`src/rtl/comparator_iterative_if.sv`:
```
// Operand/result bundle for comparator_iterative: request channel in, result channel out.
// Both channels transfer on a clock edge where valid & ready are high; valid may not depend on ready.
interface comparator_iterative_if #(
  parameter int N = 32
);
  logic         i_valid;
  logic         i_ready;
  logic [N-1:0] a;
  logic [N-1:0] b;
  logic         is_signed;
  logic [1:0]   op;
  logic         o_valid;
  logic         o_ready;
  logic         out;
  logic         lt;
  logic         eq;

  modport master (
    output i_valid, a, b, is_signed, op, o_ready,
    input  i_ready, o_valid, out, lt, eq
  );

  modport slave (
    input  i_valid, a, b, is_signed, op, o_ready,
    output i_ready, o_valid, out, lt, eq
  );
endinterface

```
`src/rtl/comparator_iterative.sv`:
```
// Multi-cycle magnitude comparator: walks the operands W bits per cycle, MSB chunk first,
// and reports lt/eq plus one selected relation behind valid/ready handshakes.
module comparator_iterative #(
  parameter int N = 32,
  parameter int W = 8
) (
  input  logic                 clk,
  input  logic                 rst,
  comparator_iterative_if.slave bus,
  output logic [1:0]           state_dbg
);
  localparam int CHUNKS = N / W;
  localparam int CW     = $clog2(CHUNKS + 1);

  localparam logic [1:0] IDLE = 2'd0;
  localparam logic [1:0] BUSY = 2'd1;
  localparam logic [1:0] DONE = 2'd2;

  localparam logic [1:0] OP_LT = 2'd0;
  localparam logic [1:0] OP_LE = 2'd1;
  localparam logic [1:0] OP_EQ = 2'd2;

  logic [1:0]    state;
  logic [N-1:0]  ra;
  logic [N-1:0]  rb;
  logic [N-1:0]  flip;
  logic [1:0]    op_r;
  logic [CW-1:0] cnt;
  logic          decided;
  logic          lt_r;
  logic          out_r;
  logic          lt_o;
  logic          eq_o;

  logic [W-1:0]  chunk_a;
  logic [W-1:0]  chunk_b;
  logic          decided_next;
  logic          lt_next;
  logic          last_chunk;
  logic          res_lt;
  logic          res_eq;
  logic          res_out;
  logic          accept;
  logic          retire;

  always_comb begin
    accept     = (state == IDLE) && bus.i_valid;
    retire     = (state == DONE) && bus.o_ready;
    chunk_a    = ra[N-1 -: W];
    chunk_b    = rb[N-1 -: W];
    last_chunk = (cnt == CW'(1));

    // The first differing chunk from the top fixes the ordering; later chunks cannot change it.
    decided_next = decided;
    lt_next      = lt_r;
    if (!decided && (chunk_a != chunk_b)) begin
      decided_next = 1'b1;
      lt_next      = (chunk_a < chunk_b);
    end

    res_lt = lt_next;
    res_eq = !decided_next;
    case (op_r)
      OP_LT:   res_out = res_lt;
      OP_LE:   res_out = res_lt | res_eq;
      OP_EQ:   res_out = res_eq;
      default: res_out = !res_lt & !res_eq;
    endcase

    // Flipping the sign bit maps two's complement order onto unsigned order.
    flip      = '0;
    flip[N-1] = bus.is_signed;
  end

  always_ff @(posedge clk) begin
    if (rst) begin
      state   <= IDLE;
      ra      <= '0;
      rb      <= '0;
      op_r    <= OP_LT;
      cnt     <= '0;
      decided <= 1'b0;
      lt_r    <= 1'b0;
      out_r   <= 1'b0;
      lt_o    <= 1'b0;
      eq_o    <= 1'b0;
    end else begin
      case (state)
        IDLE: begin
          if (accept) begin
            ra      <= bus.a ^ flip;
            rb      <= bus.b ^ flip;
            op_r    <= bus.op;
            cnt     <= CW'(CHUNKS);
            decided <= 1'b0;
            lt_r    <= 1'b0;
            state   <= BUSY;
          end
        end
        BUSY: begin
          decided <= decided_next;
          lt_r    <= lt_next;
          ra      <= ra << W;
          rb      <= rb << W;
          cnt     <= cnt - CW'(1);
          // Fixed latency: every chunk is visited even once the answer is known.
          if (last_chunk) begin
            state <= DONE;
            out_r <= res_out;
            lt_o  <= res_lt;
            eq_o  <= res_eq;
          end
        end
        DONE: begin
          if (retire) begin
            state <= IDLE;
          end
        end
        default: state <= IDLE;
      endcase
    end
  end

  assign bus.i_ready = (state == IDLE);
  assign bus.o_valid = (state == DONE);
  assign bus.out     = out_r;
  assign bus.lt      = lt_o;
  assign bus.eq      = eq_o;
  assign state_dbg   = state;
endmodule

```
`src/flat_wrapper.sv`:
```
// flat-port wrapper written by rule: the top's interface ports become plain ports
module comparator_iterative_flat 
#(
  parameter int N = 32,
  parameter int W = 8
)
  (clk, rst, state_dbg, bus_i_valid, bus_a, bus_b, bus_is_signed, bus_op, bus_o_ready, bus_i_ready, bus_o_valid, bus_out, bus_lt, bus_eq);
  comparator_iterative_if #(.N(N)) bus_i ();
  input  logic clk;
  input  logic rst;
  output logic [1:0] state_dbg;
  input wire logic [$bits(bus_i.i_valid)-1:0] bus_i_valid;
  input wire logic [$bits(bus_i.a)-1:0] bus_a;
  input wire logic [$bits(bus_i.b)-1:0] bus_b;
  input wire logic [$bits(bus_i.is_signed)-1:0] bus_is_signed;
  input wire logic [$bits(bus_i.op)-1:0] bus_op;
  input wire logic [$bits(bus_i.o_ready)-1:0] bus_o_ready;
  output wire logic [$bits(bus_i.i_ready)-1:0] bus_i_ready;
  output wire logic [$bits(bus_i.o_valid)-1:0] bus_o_valid;
  output wire logic [$bits(bus_i.out)-1:0] bus_out;
  output wire logic [$bits(bus_i.lt)-1:0] bus_lt;
  output wire logic [$bits(bus_i.eq)-1:0] bus_eq;
  assign bus_i.i_valid = bus_i_valid;
  assign bus_i.a = bus_a;
  assign bus_i.b = bus_b;
  assign bus_i.is_signed = bus_is_signed;
  assign bus_i.op = bus_op;
  assign bus_i.o_ready = bus_o_ready;
  assign bus_i_ready = bus_i.i_ready;
  assign bus_o_valid = bus_i.o_valid;
  assign bus_out = bus_i.out;
  assign bus_lt = bus_i.lt;
  assign bus_eq = bus_i.eq;
  comparator_iterative #(.N(N), .W(W)) u_core (.clk(clk), .rst(rst), .bus(bus_i), .state_dbg(state_dbg));
endmodule
```
`config.mk`:
```
export PLATFORM = sky130hd
export DESIGN_NAME = comparator_iterative_flat
export DESIGN_NICKNAME = d
export VERILOG_FILES = /design/src/rtl/comparator_iterative_if.sv /design/src/rtl/comparator_iterative.sv /design/src/flat_wrapper.sv
export SDC_FILE = /design/constraint.sdc
export NUM_CORES = 1
export LEC_CHECK = 0
export CAP_MARGIN = 20
export CORE_MARGIN = 8
export CORE_UTILIZATION = 25
export CTS_BUF_LIST = sky130_fd_sc_hd__clkbuf_16
export CTS_CLUSTER_DIAMETER = 30
export CTS_CLUSTER_SIZE = 10
export DETAILED_ROUTE_END_ITERATION = 6
export SETUP_SLACK_MARGIN = 0.5
export SYNTH_ARGS = -nofsm -noshare
export SYNTH_HDL_FRONTEND = slang
export SYNTH_SLANG_ARGS = --single-unit
```
`constraint.sdc`:
```
create_clock -name clk -period 2.8 [get_ports clk]
set_input_delay 0.84 -clock clk [delete_from_list [all_inputs] [get_ports clk]]
set_output_delay 0.84 -clock clk [all_outputs]
set_load 0.01 [all_outputs]
```
# Word-level counts from Yosys, hierarchy flattened
# Index checks and enable logic that the tools add are counted.
# totals
register_bits,76
input_bits,71
out_inout_bits,7
elab_cells,54
# op_classes
addsub,1
magnitude_cmp,1
eq_ne,9
mux,16
bitwise_logic,4
n_reduce_logical,13
# ops
cell,n
$pmux 32 s2,2
$mux 32,2
$xor 32x32->32,2
$lt 8x8->1,1
$ne 8x8->1,1
$mux 2,3
$ne 2x1->1 const B,3
$pmux 2 s3,1
$pmux 3 s2,1
$reduce_and 2->1,3
$eq 2x1->1 const B,2
$eq 2x2->1 const B,2
$logic_not 2->1,2
$pmux 1 s2,2
$eq 3x1->1 const B,1
$logic_and 1x1->1,3
$logic_not 1->1,3
$mux 1,3
$mux 3,1
$pmux 1 s3,1
$reduce_and 3->1,1
$sub 3x1->3 const B,1
$reduce_bool 2->1,1
$and 1x1->1,1
$or 1x1->1,1

# Depth between registers and ports, before layout
# depth
word_depth,6
depth_mapped,7
ltp_nobuf,7

# Least setup slack after synthesis
# OpenSTA, ideal clock, no wires.
# synth_path
kind,input to register
start,input port bus_i_valid
end,register u_core.rb[22]
setup_time_ns,0.091
t_arrival_ns,1.707
slack_ns,1.002
path_stages,5
cell_sequence,nor3b_2 > buf_2 > buf_4 > nand2_1 > a311oi_1
# synth_between
elab_chain_cells,3
# synth_rtl
item,line,source
start: declaration,flat_wrapper.sv:12,input wire logic [$bits(bus_i.i_valid)-1:0] bus_i_valid;
$logic_and 1x1->1,comparator_iterative.sv:47,accept = (state == IDLE) && bus.i_valid;
$ne 2x1->1 (no source line),n/a,
$reduce_and 2->1 (no source line),n/a,
end signal: assignment,comparator_iterative.sv:92,rb <= bus.b ^ flip;
end signal: assignment,comparator_iterative.sv:104,rb <= rb << W;
end: declaration,comparator_iterative.sv:25,logic [N-1:0] rb;
# Every way passes these cells.
# A chain may end at the register's enable or synchronous reset.

# Final worst setup path
# layout_path
start,"register u_core.state[0], in the netlist u_core.state_dbg[0]"
end,output port state_dbg[0]
# layout_lines
item,line,source
start: declaration,comparator_iterative.sv:23,logic [1:0] state;
start signal: assignment,comparator_iterative.sv:77,state <= IDLE;
start signal: assignment,comparator_iterative.sv:97,state <= BUSY;
start signal: assignment,comparator_iterative.sv:108,state <= DONE;
end: declaration,flat_wrapper.sv:11,output logic [1:0] state_dbg;
# No word-level cell between the ends.

==> run summary <==
==================================================================================
CP Data Required Time                                                      1.96 ns
Fraction of layout cells with a size suffix above 1                          5.58%
Layout area overhead                                                         36.5%
DR vias                                                                       3232
TritonCTS clock tree                                                           yes
Library cell occupying the most area in the post-synthesis netlist    sky130_fd_sc_hd__dfxtp_1
Routed vias/inst                                                              4.77
Number of buffer and inverter stages on the critical path                        1
Launch instance of the worst register-to-register path                u_core.rb[29]$_SDFFE_PP0P_
Slack of the worst reg-to-reg path                                         0.94 ns
Die height                                                                  133 um
Family of cells with the greatest summed delay on the critical path   buffers and inverters
Total Nets Final                                                               578
Row Count                                                                       42
Die area                                                               17600 sq um
Detailed placement HPWL                                                    6.67 mm
Flop pwr share                                                               41.4%
Critical path cell sequence                                           clkdlybuf4s50_1
Final setup skew                                                        0.00677 ns
Post-Synthesis Mean Instance Area                                       7.76 sq um
Port bufs                                                                       77
NetSw                                                                     0.808 mW
Number of endpoints failing setup at the final stage                             0
Setup repair after global routing missed its margin                          false
Core Footprint                                                         13300 sq um
Via count of the first global-routing pass                                    3240
Cell Int Power                                                             2.21 mW
Path depth of the worst reg2reg path                                             7
Number of sinks driven by the clock tree                                        76
Number of top-level pins                                                        78
Worst IR drop on VDD                                                    0.000312 V
Cell count along the critical path                                               1
Maximum net fanout on the critical path                                          7
Worst slack at placement                                                  0.326 ns
Minimum clock period                                                       2.19 ns
Overall overflow remaining after global route                                    0
Switching share of total power                                               26.8%
Startpoint type of the worst setup path                                       flop
Leakage power total                                                        1.75 nW
Pwr per Cell Area                                                      649 nW/um^2
Final cycle utilization of the critical path                                 78.3%
Clock share of power                                                         40.2%
Number of antenna cells inserted                                                 0
First-pass GRT wire length                                                 15.8 mm
Async set or reset register ratio after synthesis                               0%
Tightest Hold Check Type                                                   reg2reg
Worst slew slack as a fraction of its limit                                  59.3%
Endpoint kind of the worst setup timing path                            output pin
Max Cap Violations                                                               0
Starting Density                                                             25.6%
Run status                                                            complete, no violations
Number of cells produced by synthesis                                          439
Count of final max-slew check failures                                           0
Most repeated cell in the gate-level netlist after synthesis          sky130_fd_sc_hd__nand2_1
Post-detailed-route count of antenna-violating nets                              0
Gp weighted congestion                                                       0.747
Post-Synthesis Cell Area                                                3410 sq um
Reg-to-Reg End                                                        u_core.bus.out$_SDFFE_PP0P_
Post-synth EDFFs                                                                 0
Transition time at the pin with the least slew margin                     0.610 ns
Share of the synthesized area in the top cell type                           44.6%
Clock transition at the registers of the reported paths                    0.06 ns
Critical path destination                                             state_dbg[0]
Detailed Route Iter0 Violations                                                164
Buffers from clock root to sink, at most                                         2
Kind of critical path                                                      reg2out
Final Routed Wirelength                                                    9.59 mm
Count of instances resized after the clock tree is built                         5
Mapped Nets                                                                    520
Share of power burned in combinational logic                                 18.4%
Clock buffers created by TritonCTS                                               9
Top_reg_cell synth                                                    sky130_fd_sc_hd__dfxtp_1
Leading post-synthesis cells by instance count                        sky130_fd_sc_hd__nand2_1 (118), sky130_fd_sc_hd__dfxtp_1 (76), sky130_fd_sc_hd__nor2_1 (60), sky130_fd_sc_hd__a311oi_1 (46), sky130_fd_sc_hd__a21oi_1 (31)
Buffers inserted during post-CTS setup optimization                              0
Clock latency at the later pin of the worst-skew pair                      0.33 ns
Yosys reg bits                                                                  76
Most area-consuming cells after synthesis                             sky130_fd_sc_hd__dfxtp_1 (45%), sky130_fd_sc_hd__nand2_1 (13%), sky130_fd_sc_hd__a311oi_1 (12%), sky130_fd_sc_hd__nor2_1 (6.6%), sky130_fd_sc_hd__a21oi_1 (4.6%)
CTS hold repair buffers                                                          0
First-pass iteration count of the detailed router                                4
Count of warnings emitted by yosys                                               0
Combined global-route utilization of all metal layers                        11.0%
Initial antenna violation count                                                  0
Setup ws final                                                            0.609 ns
DR DRC count                                                                     0
Library cell used as clock root buffer                                sky130_fd_sc_hd__clkbuf_16
Setup TNS Final                                                               0 ns
Max Fclk                                                                 0.456 GHz
Detailed-route wire length per cell                                        14.1 um
Die Wd                                                                      133 um
Critical path origin                                                  u_core.state_dbg[0]$_SDFFE_PP0P_
Depth of the CTS H-tree                                                          3
Number of hold-slack violations in the final timing report                       0
Number of different library cells in the post-synthesis netlist                 32
Sequential area share after synthesis                                        44.6%
Largest incremental delay on the critical path                             0.58 ns
Pin count of the biggest net entering global routing                            68
Arrival time of the worst setup path                                       1.35 ns
Number of fillers in the final layout                                         1415
Cell with the biggest individual delay on the critical path           sky130_fd_sc_hd__clkdlybuf4s50_1
==================================================================================
[sequential cells by signal, indices dropped and copies added, names as in the netlist]
signal,flops
u_core.state_dbg,2
u_core.cnt,3
u_core.ra,32
u_core.op_r,2
u_core.lt_r,1
u_core.rb,32
u_core.bus.out,1
u_core.decided,1
u_core.bus.eq,1
u_core.bus.lt,1
[cell type report]
class / instances / area (sq um) / area share, %
clock inverters: 7 / 83.8 / 1.80
inverters: 14 / 52.6 / 1.13
repair buffers: 82 / 842 / 18.1
clock buffers: 9 / 225 / 4.84
multi-input cells: 314 / 1700 / 36.6
well taps: 176 / 220 / 4.73
flip-flops and latches: 76 / 1530 / 32.8
[power by group through the flow]
stage               combinational [mW]  clock [mW]  sequential (mW)
detailed placement               0.557           0             1.27
global placement                 0.544           0             1.27
global route                     0.627        1.29             1.27
finish                           0.555        1.21             1.25
CTS                              0.561        1.24             1.25
floorplan                        0.354           0             1.25
[per-layer routing]
| metal | GRT usage (%) | routed length (um) | vias up |
|---|---|---|---|
| met5 | 0 | 0 | - |
| met4 | 6.88 | 288 | 0 |
| met3 | 2.20 | 439 | 18 |
| met2 | 17.3 | 4210 | 84 |
| met1 | 13.4 | 4660 | 1492 |
| li1 | - | - | 1638 |
[metrics by stage]
| step | cells | area (sq um) | hold WS [ns] | util (%) | power, mW |
|---|---|---|---|---|---|
| final | 678 | 4650 | 0.456 | 35.0 | 3.02 |
| after global routing | 678 | 4650 | 0.481 | 35.0 | 3.18 |
| after CTS | 678 | 4650 | 0.459 | 35.0 | 3.06 |
| after detailed placement | 662 | 4340 | 0.451 | 32.6 | 1.83 |
| after global placement | 662 | 4340 | 0.445 | 32.6 | 1.81 |
| after floorplan | 439 | 3410 | 0.436 | - | 1.61 |
[layout by cell type (no fill, tap or decap), types with 2 or more instances in the layout]
| cell | n |
|---|---|
| sky130_fd_sc_hd__nand4_1 | 2 |
| sky130_fd_sc_hd__dfxtp_1 | 74 |
| sky130_fd_sc_hd__clkbuf_16 | 9 |
| sky130_fd_sc_hd__xor2_1 | 3 |
| sky130_fd_sc_hd__a211oi_1 | 2 |
| sky130_fd_sc_hd__nor2b_1 | 3 |
| sky130_fd_sc_hd__a311oi_1 | 46 |
| sky130_fd_sc_hd__clkdlybuf4s50_1 | 74 |
| sky130_fd_sc_hd__buf_12 | 3 |
| sky130_fd_sc_hd__o311ai_1 | 2 |
| sky130_fd_sc_hd__nor2_1 | 59 |
| sky130_fd_sc_hd__nand3_1 | 16 |
| sky130_fd_sc_hd__bufinv_16 | 2 |
| sky130_fd_sc_hd__a22oi_1 | 3 |
| sky130_fd_sc_hd__nand2_1 | 117 |
| sky130_fd_sc_hd__inv_1 | 16 |
| sky130_fd_sc_hd__o21ai_0 | 3 |
| sky130_fd_sc_hd__a21oi_1 | 31 |
| sky130_fd_sc_hd__buf_4 | 2 |
| sky130_fd_sc_hd__a21o_1 | 2 |
| sky130_fd_sc_hd__ha_1 | 10 |
[kinds of logic (layout without fill, tap and decap cells)]
group	after synthesis	in the layout	synth area share, %
simple gates	206	206	24.7
flops	76	76	44.6
buf+inv	49	112	5.95
fa+ha+maj	10	10	3.67
xor+xnor	3	3	0.771
compound gates	95	95	20.3
[worst min-delay path, delay by kind of cell (launching register included)]
| family | cells | cell delay, ns |
|---|---|---|
| simple gates | 1 | 0.05 |
| flops | 1 | 0.31 |
| compound gates | 1 | 0.05 |
[how the worst min path moves through the flow]
| stage | cells past startpoint | startpoint | slack, ns | endpoint |
|---|---|---|---|---|
| floorplan | 2 | u_core.op_r[0]$_SDFFE_PP0P_ | 0.44 | u_core.op_r[0]$_SDFFE_PP0P_ |
| global placement | 2 | u_core.rb[31]$_SDFFE_PP0P_ | 0.44 | u_core.rb[31]$_SDFFE_PP0P_ |
| detailed placement | 2 | u_core.op_r[0]$_SDFFE_PP0P_ | 0.45 | u_core.op_r[0]$_SDFFE_PP0P_ |
| CTS | 2 | u_core.op_r[0]$_SDFFE_PP0P_ | 0.46 | u_core.op_r[0]$_SDFFE_PP0P_ |
| global route | 2 | u_core.op_r[0]$_SDFFE_PP0P_ | 0.48 | u_core.op_r[0]$_SDFFE_PP0P_ |
| finish | 2 | u_core.rb[31]$_SDFFE_PP0P_ | 0.46 | u_core.rb[31]$_SDFFE_PP0P_ |
Power figures use the tool's default switching activity.
